[config.mk]
export PLATFORM = sky130hd
export DESIGN_NAME = moving_sum_filter
export DESIGN_NICKNAME = d
export VERILOG_FILES = /design/src/rtl/moving_sum_filter.sv
export SDC_FILE = /design/constraint.sdc
export NUM_CORES = 1
export LEC_CHECK = 0
export BUFFER_PORTS_ARGS = -buffer_cell sky130_fd_sc_hd__clkbuf_2
export CAP_MARGIN = 40
export CORE_ASPECT_RATIO = 2
export CORE_MARGIN = 5
export CORE_UTILIZATION = 59
export DETAILED_ROUTE_END_ITERATION = 12
export PLACE_DENSITY = 0.79
export RECOVER_POWER = 25
export SLEW_MARGIN = 20
export SYNTH_ARGS = -nofsm -noshare
export SYNTH_HDL_FRONTEND = slang
export SYNTH_SLANG_ARGS = --single-unit
[constraint.sdc]
create_clock -name clk -period 4.9 [get_ports clk]
set_clock_uncertainty 0.05 [all_clocks]
set_input_delay 0.98 -clock clk [delete_from_list [all_inputs] [get_ports clk]]
set_output_delay 0.98 -clock clk [all_outputs]
set_load 0.03 [all_outputs]
[src/rtl/moving_sum_filter.sv]
// rtl/moving_sum_filter.sv - sliding-window running sum and shifted average over the last TAPS samples
// The running sum is updated incrementally: add the new sample, subtract the one it overwrites.
module moving_sum_filter #(
   parameter int DATA_W    = 8,
   parameter int TAPS      = 5,
   parameter int SUM_W     = 12,
   parameter int SIGNED    = 0,
   parameter int AVG_SHIFT = 0,
   localparam int FILL_W   = $clog2(TAPS + 1)
) (
   input  logic              clk,
   input  logic              reset,
   input  logic              clear,
   input  logic              in_valid,
   input  logic [DATA_W-1:0] in_data,
   output logic              out_valid,
   output logic [SUM_W-1:0]  out_sum,
   output logic [SUM_W-1:0]  out_avg,
   output logic [FILL_W-1:0] fill,
   output logic              primed
);

   localparam int PTR_W = $clog2(TAPS);
   localparam logic [PTR_W-1:0]  PTR_LAST  = PTR_W'(TAPS - 1);
   localparam logic [FILL_W-1:0] FILL_FULL = FILL_W'(TAPS);

   logic [DATA_W-1:0] window_q [TAPS];
   logic [PTR_W-1:0]  ptr_q;
   logic [FILL_W-1:0] fill_q;
   logic [SUM_W-1:0]  sum_q;
   logic              valid_q;
   logic [SUM_W-1:0]  sum_next;

   function automatic logic [SUM_W-1:0] ext(input logic [DATA_W-1:0] d);
      if (SIGNED != 0)
         return {{(SUM_W - DATA_W){d[DATA_W-1]}}, d};
      else
         return {{(SUM_W - DATA_W){1'b0}}, d};
   endfunction

   // The entry at the write pointer is the oldest sample (or 0 if never written).
   assign sum_next = sum_q + ext(in_data) - ext(window_q[ptr_q]);

   always_ff @(posedge clk) begin
      if (reset || clear) begin
         for (int i = 0; i < TAPS; i++)
            window_q[i] <= '0;
         ptr_q   <= '0;
         fill_q  <= '0;
         sum_q   <= '0;
         valid_q <= 1'b0;
      end else begin
         valid_q <= in_valid;
         if (in_valid) begin
            window_q[ptr_q] <= in_data;
            sum_q           <= sum_next;
            ptr_q           <= (ptr_q == PTR_LAST) ? '0 : ptr_q + 1'b1;
            if (fill_q != FILL_FULL)
               fill_q <= fill_q + 1'b1;
         end
      end
   end

   generate
      if (SIGNED != 0) begin : g_avg_signed
         logic signed [SUM_W-1:0] avg_s;
         assign avg_s   = $signed(sum_q) >>> AVG_SHIFT;
         assign out_avg = $unsigned(avg_s);
      end else begin : g_avg_unsigned
         assign out_avg = sum_q >> AVG_SHIFT;
      end
   endgenerate

   assign out_valid = valid_q;
   assign out_sum   = sum_q;
   assign fill      = fill_q;
   assign primed    = (fill_q == FILL_FULL);

endmodule
* After elaboration in Yosys (flattened, before gate mapping) *
Memories as Yosys holds them, arrays and structs flattened. A register that Yosys moved wholly into a read port is not among the register bits.
Index checks and enable logic that the tools add are counted.

word-level totals
  bits in registers = 19
  memory bits (writable) = 40
  input port bits = 12
  output and inout bits = 29
  logic and storage cells = 26
  memories = 1

memories
  name      depth  width  read ports  clocked after memory_dff  wr ports  line  text
  window_q  5      8      1           1                         5         27    logic [DATA_W-1:0] window_q [TAPS];

cells by class
  add/subtract/negate cells = 4
  eq/ne operators = 3
  multiplexer cells = 11
  reduce and logical (&&, ||, !) cells = 3

operators by type and width
  cell                 number
  $add 12x8->12        1
  $mux 3               4
  $sub 12x8->12        1
  $mux 8               1
  $reduce_or 8->1      1
  $add 3x1->3 const B  2
  $eq 3x3->1 const B   2
  $mux 1               6
  $ne 3x3->1 const B   1
  $reduce_and 2->1     1
  $logic_or 1x1->1     1

* Depth between registers and ports, before layout *
Gate-level depths: netlist (run 1).

  word-level depth = 5
  mapped depth = 14

* Least setup slack after synthesis (run 1) *
Ideal clock, no wire load.

  kind = register -> register
  from = register (tool-made name)
  to = register sum_q[10], in the netlist out_avg[10]
  setup time = 0.122 ns
  arrival = 3.344 ns
  data required time = 4.728 ns
  slack = 1.384 ns
  cell stages (with the launch flop) = 14
  path through = dfxtp_1 buf_4 buf_6 mux4_2 mux2_2 fa_1 inv_1 fa_1 a211oi_2 o21bai_4 nand2b_1 a21boi_2 mux2i_1 a311o_1

RTL lines
  what                    line  text
  end signal: assignment  56    sum_q <= sum_next;
  end: declaration        30    logic [SUM_W-1:0] sum_q;

==> results of run 1 <==
==> Yosys cell counts (2+ instances only) <==
master    instances
a211oi_1          7
a21o_1            3
a21oi_1           8
and2_1            3
buf_2             3
buf_4            15
buf_6             4
clkbuf_1          8
dfxtp_1          22
edfxtp_1         64
fa_1              8
ha_1             16
inv_1            38
inv_2             2
mux2_2            8
mux2i_1           7
mux4_2           16
nand2_1          12
nand2b_1          3
nand3_1           2
nand4_1           2
nor2_1           23
nor3_1           25
nor3_2            4
nor4_1            8
nor4_2            6
o21ai_0           4
o21ai_1           7
o31ai_1           3
or3_1             3
xnor2_1           7
==> flip-flops by register name, indices dropped and copies added, names as in the netlist, named ones only <==
signal     flops
out_avg       12
window_q      64
fill           3
out_valid      1
ptr_q          3
==> where the power goes <==
group          internal (mW)  switching [mW]
registers              0.810          0.0203
clock network          0.392           0.266
logic                  0.168           0.266
==> cells by family (layout without fill, tap and decap cells) <==
group           count (synthesis)  count (layout)  synth area share
compound gates                 44              44            0.0680
fa+ha+maj                      24              24            0.0800
xor+xnor                        8               8            0.0155
flops                          86              86             0.524
buf+inv                        71             104            0.0791
simple gates                   95              95             0.118
mux                            31              31             0.115
==> routing by layer <==
layer,up-vias,track usage,part of all wire
met5,-,0,0
met4,0,0.145,0.056
met3,38,0.0453,0.041
met2,93,0.394,0.57
met1,1457,0.205,0.33
li1,1354,-,-
==> worst max-delay path, delay by kind of cell, from the launching register on <==
family,cells,cell delay [ns]
AOI/OAI and AO/OA,3,0.70
xor gates and xnor gates,1,0.17
adders and majority gates,2,1.00
buffers and inverters,1,0.07
DFF,1,0.86
muxes,3,0.82
and+or+nand+nor,1,0.12
==> stage by stage <==
stage	instance area (µm²)	worst slack [ns]	instances	hold WS [ns]	power, mW
floorplan	4510	1.38	359	0.481	1.19
global placement	4670	0.968	469	0.423	1.27
detailed placement	4670	0.840	469	0.437	1.28
CTS	4950	0.815	484	0.447	1.93
global route	4950	0.928	486	0.472	2.01
finish	4950	1.04	486	0.449	1.92
==> area by class of cell <==
class	instances	area, µm²
clock buffers	11	233
fillers	584	2600
well taps	94	118
inverters	40	150
clock inverters	4	47.5
repair buffers	49	250
multi-input cells	202	1790
flip-flops and latches	86	2360
==> worst paths after layout <==
path	start	endpoint	slack, ns	cells after the start
worst max-delay path	flip-flop	out_avg[8]$_SDFFE_PP0P_	1.04	11
worst min-delay path	out_avg[11]$_SDFFE_PP0P_	out_avg[11]$_SDFFE_PP0P_	0.45	2
worst max register to register	flip-flop	out_avg[8]$_SDFFE_PP0P_	1.04	11
worst min register to register	out_avg[11]$_SDFFE_PP0P_	out_avg[11]$_SDFFE_PP0P_	0.45	2
==> impl_metrics.env, run 1 <==
export IMPL_max_cap_viol_count=0
export IMPL_ys_warn_count=0
export IMPL_netlist_area_um2=4510
export IMPL_rsz0062_at_grt="false"
export IMPL_grt_total_usage=0.215
export IMPL_drtIter0Drc=141
export IMPL_critPathArrivalTime_ns=4.09
export IMPL_status="completed"
export IMPL_grt_max_degree=23
export IMPL_vias_per_cell=6.05
export IMPL_fin_crit_sh=0.788
export IMPL_final_cell_mix="edfxtp_1, inv_1, nor3_1"
export IMPL_p_leak_nw=1.87
export IMPL_route_detailed_drc=0
export IMPL_synth_cells=359
export IMPL_syn_num_nets=395
export IMPL_avgSynthCellArea_um2=12.6
export IMPL_hold_class="reg2reg"
export IMPL_slew_violations=0
export IMPL_grt_pass1_vias=3030
export IMPL_vdd_drop_max_mv=0.308
export IMPL_grt_pass1_wl_um=15300
export IMPL_drive_gt1_frac=0.207
export IMPL_cts_max_path_buffers=2
export IMPL_utilization=0.656
export IMPL_die_area_um2=9590
export IMPL_synth_top_area_frac=0.426
export IMPL_cp_required_ns=5.13
export IMPL_vias=2942
export IMPL_final_common_cell="edfxtp_1"
export IMPL_numCtsBuffers=9
export IMPL_finalCriticalPeriod_ns=3.86
export IMPL_areaGrowthSynthToFinish_pct=9.80
export IMPL_synth_edf_count=64
export IMPL_crit_chain="mux4_2 -> mux2_2 -> fa_1 -> inv_1 -> fa_1 -> a211oi_2 -> o21bai_4 -> a41oi_1 -> xnor2_1 -> mux2i_1 -> nor2_1"
export IMPL_crit_path_max_incr_delay_ns=0.86
export IMPL_ys_ff_latch=86
export IMPL_crit_fanout=16
export IMPL_io_buffers=40
export IMPL_cts_resized=0
export IMPL_n_antenna_cell=0
export IMPL_clk_latency_ns=0.34
export IMPL_ant_nets=0
export IMPL_max_freq_mhz=259
export IMPL_crit_type="reg2reg"
export IMPL_place_congestion=0.905
export IMPL_overflow=0
export IMPL_clockRootBuffer="clkbuf_16"
export IMPL_final_hold_viol_count=0
export IMPL_cts_hold_buf=0
export IMPL_yosys_area_top_type="edfxtp_1"
export IMPL_start_kind="flip-flop"
export IMPL_post_cts_buffers=0
export IMPL_synth_distinct_cells=49
export IMPL_die_h_um=134
export IMPL_powerDensity_nw_per_um2=388
export IMPL_rows=45
export IMPL_antenna_found_initial=0
export IMPL_start_util=0.597
export IMPL_routed_wl_um=9640
export IMPL_crit_top_cell="fa_1"
export IMPL_pin_count=41
export IMPL_fin_setup_tns_ns=0
export IMPL_first_pass_iters=4
export IMPL_fp_dieW_um=71.8
export IMPL_clk_pin_slew_ns=0.06
export IMPL_num_nets_final=424
export IMPL_async_flop_share=0
export IMPL_core_area_um2=7540
export IMPL_tightest_slew_ns=0.918
export IMPL_wl_per_cell_um=19.8
export IMPL_hpwl_um=7330
export IMPL_relSlewSlack=0.388
export IMPL_synth_seq_area_share=0.524
export IMPL_ys_flop_type="edfxtp_1"
export IMPL_cts_tree="yes"
export IMPL_synth_area_leaders="edfxtp_1, dfxtp_1, mux4_2"
export IMPL_setup_violations=0
export IMPL_crit_slowest_cell="dfxtp_1"
export IMPL_end_kind="flip-flop"
export IMPL_h_tree_depth=3
export IMPL_clock_sinks=86
Note: power is estimated with default switching activity, not from simulation.
==> inputs of run 2 (changes only) <==
--- a/config.mk
+++ b/config.mk
@@ -9,9 +9,9 @@
 export CAP_MARGIN = 40
 export CORE_ASPECT_RATIO = 2
 export CORE_MARGIN = 5
-export CORE_UTILIZATION = 59
+export CORE_UTILIZATION = 54
 export DETAILED_ROUTE_END_ITERATION = 12
-export PLACE_DENSITY = 0.79
+export PLACE_DENSITY = 0.76
 export RECOVER_POWER = 25
 export SLEW_MARGIN = 20
 export SYNTH_ARGS = -nofsm -noshare
==> constraint.sdc (replaced) <==
create_clock -name clk -period 3.4 [get_ports clk]
set_clock_uncertainty 0.05 [all_clocks]
set_input_delay 0.68 -clock clk [delete_from_list [all_inputs] [get_ports clk]]
set_output_delay 0.68 -clock clk [all_outputs]
set_load 0.03 [all_outputs]
==> run 2 against run 1 <==
The flow now finishes with violations (negative setup slack). Hold slack worse by 0.0096 ns. Register-to-register slack worse by 1.0 ns. Core utilization down 0.35 points. Sequential power up 44%. Combinational power up 91%. Highest routed layer unchanged. Largest power group unchanged. Critical endpoint is now out_avg[11]$_SDFFE_PP0P_.
==> impl_metrics.env, run 2 (synthesized netlist as in run 1, its figures left out) <==
export IMPL_status="complete, but fails checks"
export IMPL_violations="negative setup slack"
export IMPL_crit_top_cell="buf_4"
export IMPL_final_hold_viol_count=0
export IMPL_drive_gt1_frac=0.313
export IMPL_start_kind="flip-flop"
export IMPL_route_detailed_drc=0
export IMPL_crit_path_max_incr_delay_ns=0.49
export IMPL_powerDensity_nw_per_um2=563
export IMPL_clock_sinks=86
export IMPL_crit_type="reg2reg"
export IMPL_crit_fanout=7
export IMPL_h_tree_depth=3
export IMPL_finalCriticalPeriod_ns=3.41
export IMPL_final_cell_mix="edfxtp_1, inv_1, buf_4"
export IMPL_r2r_cells=14
export IMPL_cts_max_path_buffers=2
export IMPL_rsz0062_at_grt="true"
export IMPL_fp_dieW_um=74.6
export IMPL_io_buffers=40
export IMPL_cts_tree="yes"
export IMPL_ant_nets=0
export IMPL_grt_total_usage=0.226
export IMPL_largest_reg_flops=64
export IMPL_slew_violations=0
export IMPL_fin_crit_sh=1.00
export IMPL_antenna_found_initial=0
export IMPL_largest_register="window_q"
export IMPL_fin_area_um2=5370
export IMPL_vias_per_cell=5.91
export IMPL_areaGrowthSynthToFinish_pct=19.2
export IMPL_place_congestion=0.920
export IMPL_final_common_cell="edfxtp_1"
export IMPL_hpwl_um=7840
export IMPL_tightest_slew_ns=0.702
export IMPL_grt_max_degree=35
export IMPL_clockRootBuffer="clkbuf_16"
export IMPL_crit_chain="buf_12 -> buf_4 -> mux4_2 -> mux2_2 -> fa_1 -> inv_1 -> ha_4 -> buf_4 -> nand3_1 -> nor2_2 -> a21oi_2 -> and4_1 -> o21ai_1 -> o31ai_1"
export IMPL_critPathArrivalTime_ns=3.59
export IMPL_core_area_um2=8230
export IMPL_routed_wl_um=10900
export IMPL_overflow=0
export IMPL_multi_input_area_um2=1960
export IMPL_grt_pass1_vias=3258
export IMPL_vdd_drop_max_mv=0.504
export IMPL_vias=3048
export IMPL_fin_setup_tns_ns=-0.00958
export IMPL_grt_pass1_wl_um=17000
export IMPL_start_util=0.547
export IMPL_drtIter0Drc=159
export IMPL_wl_per_cell_um=21.1
export IMPL_first_pass_iters=4
export IMPL_placed_area_um2=4880
export IMPL_max_freq_mhz=294
export IMPL_relSlewSlack=0.532
export IMPL_crit_slowest_cell="mux4_2"
export IMPL_hold_depth=2
export IMPL_max_cap_viol_count=0
export IMPL_r2r_end="out_avg[11]$_SDFFE_PP0P_"
export IMPL_end_kind="flip-flop"
export IMPL_clk_latency_ns=0.34
export IMPL_setup_violations=2
export IMPL_fin_ws_ns=-0.00549
export IMPL_die_h_um=139
export IMPL_regArea_um2=2370
export IMPL_rows=47
export IMPL_cts_hold_buf=0
export IMPL_nFillCells=629
export IMPL_p_leak_nw=2.03
export IMPL_die_area_um2=10400
export IMPL_pin_count=41
export IMPL_numCtsBuffers=9
export IMPL_n_antenna_cell=0
export IMPL_cp_required_ns=3.58
export IMPL_num_nets_final=449
export IMPL_critPathCapture="out_avg[11]$_SDFFE_PP0P_"
export IMPL_r2r_slack_ns=-0.005
export IMPL_hold_class="reg2reg"
export IMPL_clk_pin_slew_ns=0.06
run 2: final cells by class:
cell class,instances,area share
Clock inverter,3,0.00396
Timing Repair Buffer,74,0.0860
Tap cell,98,0.0228
Sequential cell,86,0.440
Inverter,40,0.0280
Multi-Input combinational cell,202,0.364
Clock buffer,13,0.0545
run 2: layer usage:
metal | vias to the layer above | track usage | wire length, µm
li1 | 1408 | - | -
met1 | 1483 | 0.225 | 3570
met2 | 114 | 0.414 | 6240
met3 | 43 | 0.0428 | 481
met4 | 0 | 0.121 | 586
met5 | - | 0 | 0
run 2: worst min-delay path by stage:
| stage | start | endpoint | slack (ns) |
|---|---|---|---|
| global route | out_avg[11]$_SDFFE_PP0P_ | out_avg[11]$_SDFFE_PP0P_ | 0.47 |
| CTS | out_avg[11]$_SDFFE_PP0P_ | out_avg[11]$_SDFFE_PP0P_ | 0.44 |
| detailed placement | out_avg[11]$_SDFFE_PP0P_ | out_avg[11]$_SDFFE_PP0P_ | 0.43 |
| floorplan | ptr_q[2]$_SDFFE_PP0P_ | flip-flop | 0.48 |
| finish | out_avg[11]$_SDFFE_PP0P_ | out_avg[11]$_SDFFE_PP0P_ | 0.44 |
| global placement | out_avg[11]$_SDFFE_PP0P_ | out_avg[11]$_SDFFE_PP0P_ | 0.42 |
run 2: through the flow:
step	power, mW	setup slack [ns]	hold slack [ns]	std cells	util
after floorplan	1.73	0.0103	0.481	359	-
final	3.03	-0.00549	0.439	516	0.652
after global routing	3.16	-0.0894	0.471	516	0.652
after global placement	1.90	-0.0168	0.424	495	0.593
after detailed placement	1.92	-0.0531	0.433	495	0.593
after CTS	2.97	0.00416	0.442	512	0.643
run 2: critical path, delay by kind of cell (launching register included):
kind / cells / cell delay, ns
fa+ha+maj: 2 / 0.77
mux: 2 / 0.77
simple gates: 3 / 0.54
compound gates: 3 / 0.30
buf+inv: 4 / 0.47
flops: 1 / 0.38
run 2: power by group:
group	switching [mW]	internal, mW
Sequential	0.0342	1.17
Combinational	0.468	0.359
Clock	0.392	0.605
Total	0.894	2.13
run 2: what timing repair did:
action / 4_1_cts / 5_1_grt
setup buffers: 0 / 5
pin swaps: 3 / 13
endpoints found under the setup margin: 5 / 7
cloned: 1 / 0
gates resized for setup: 13 / 16
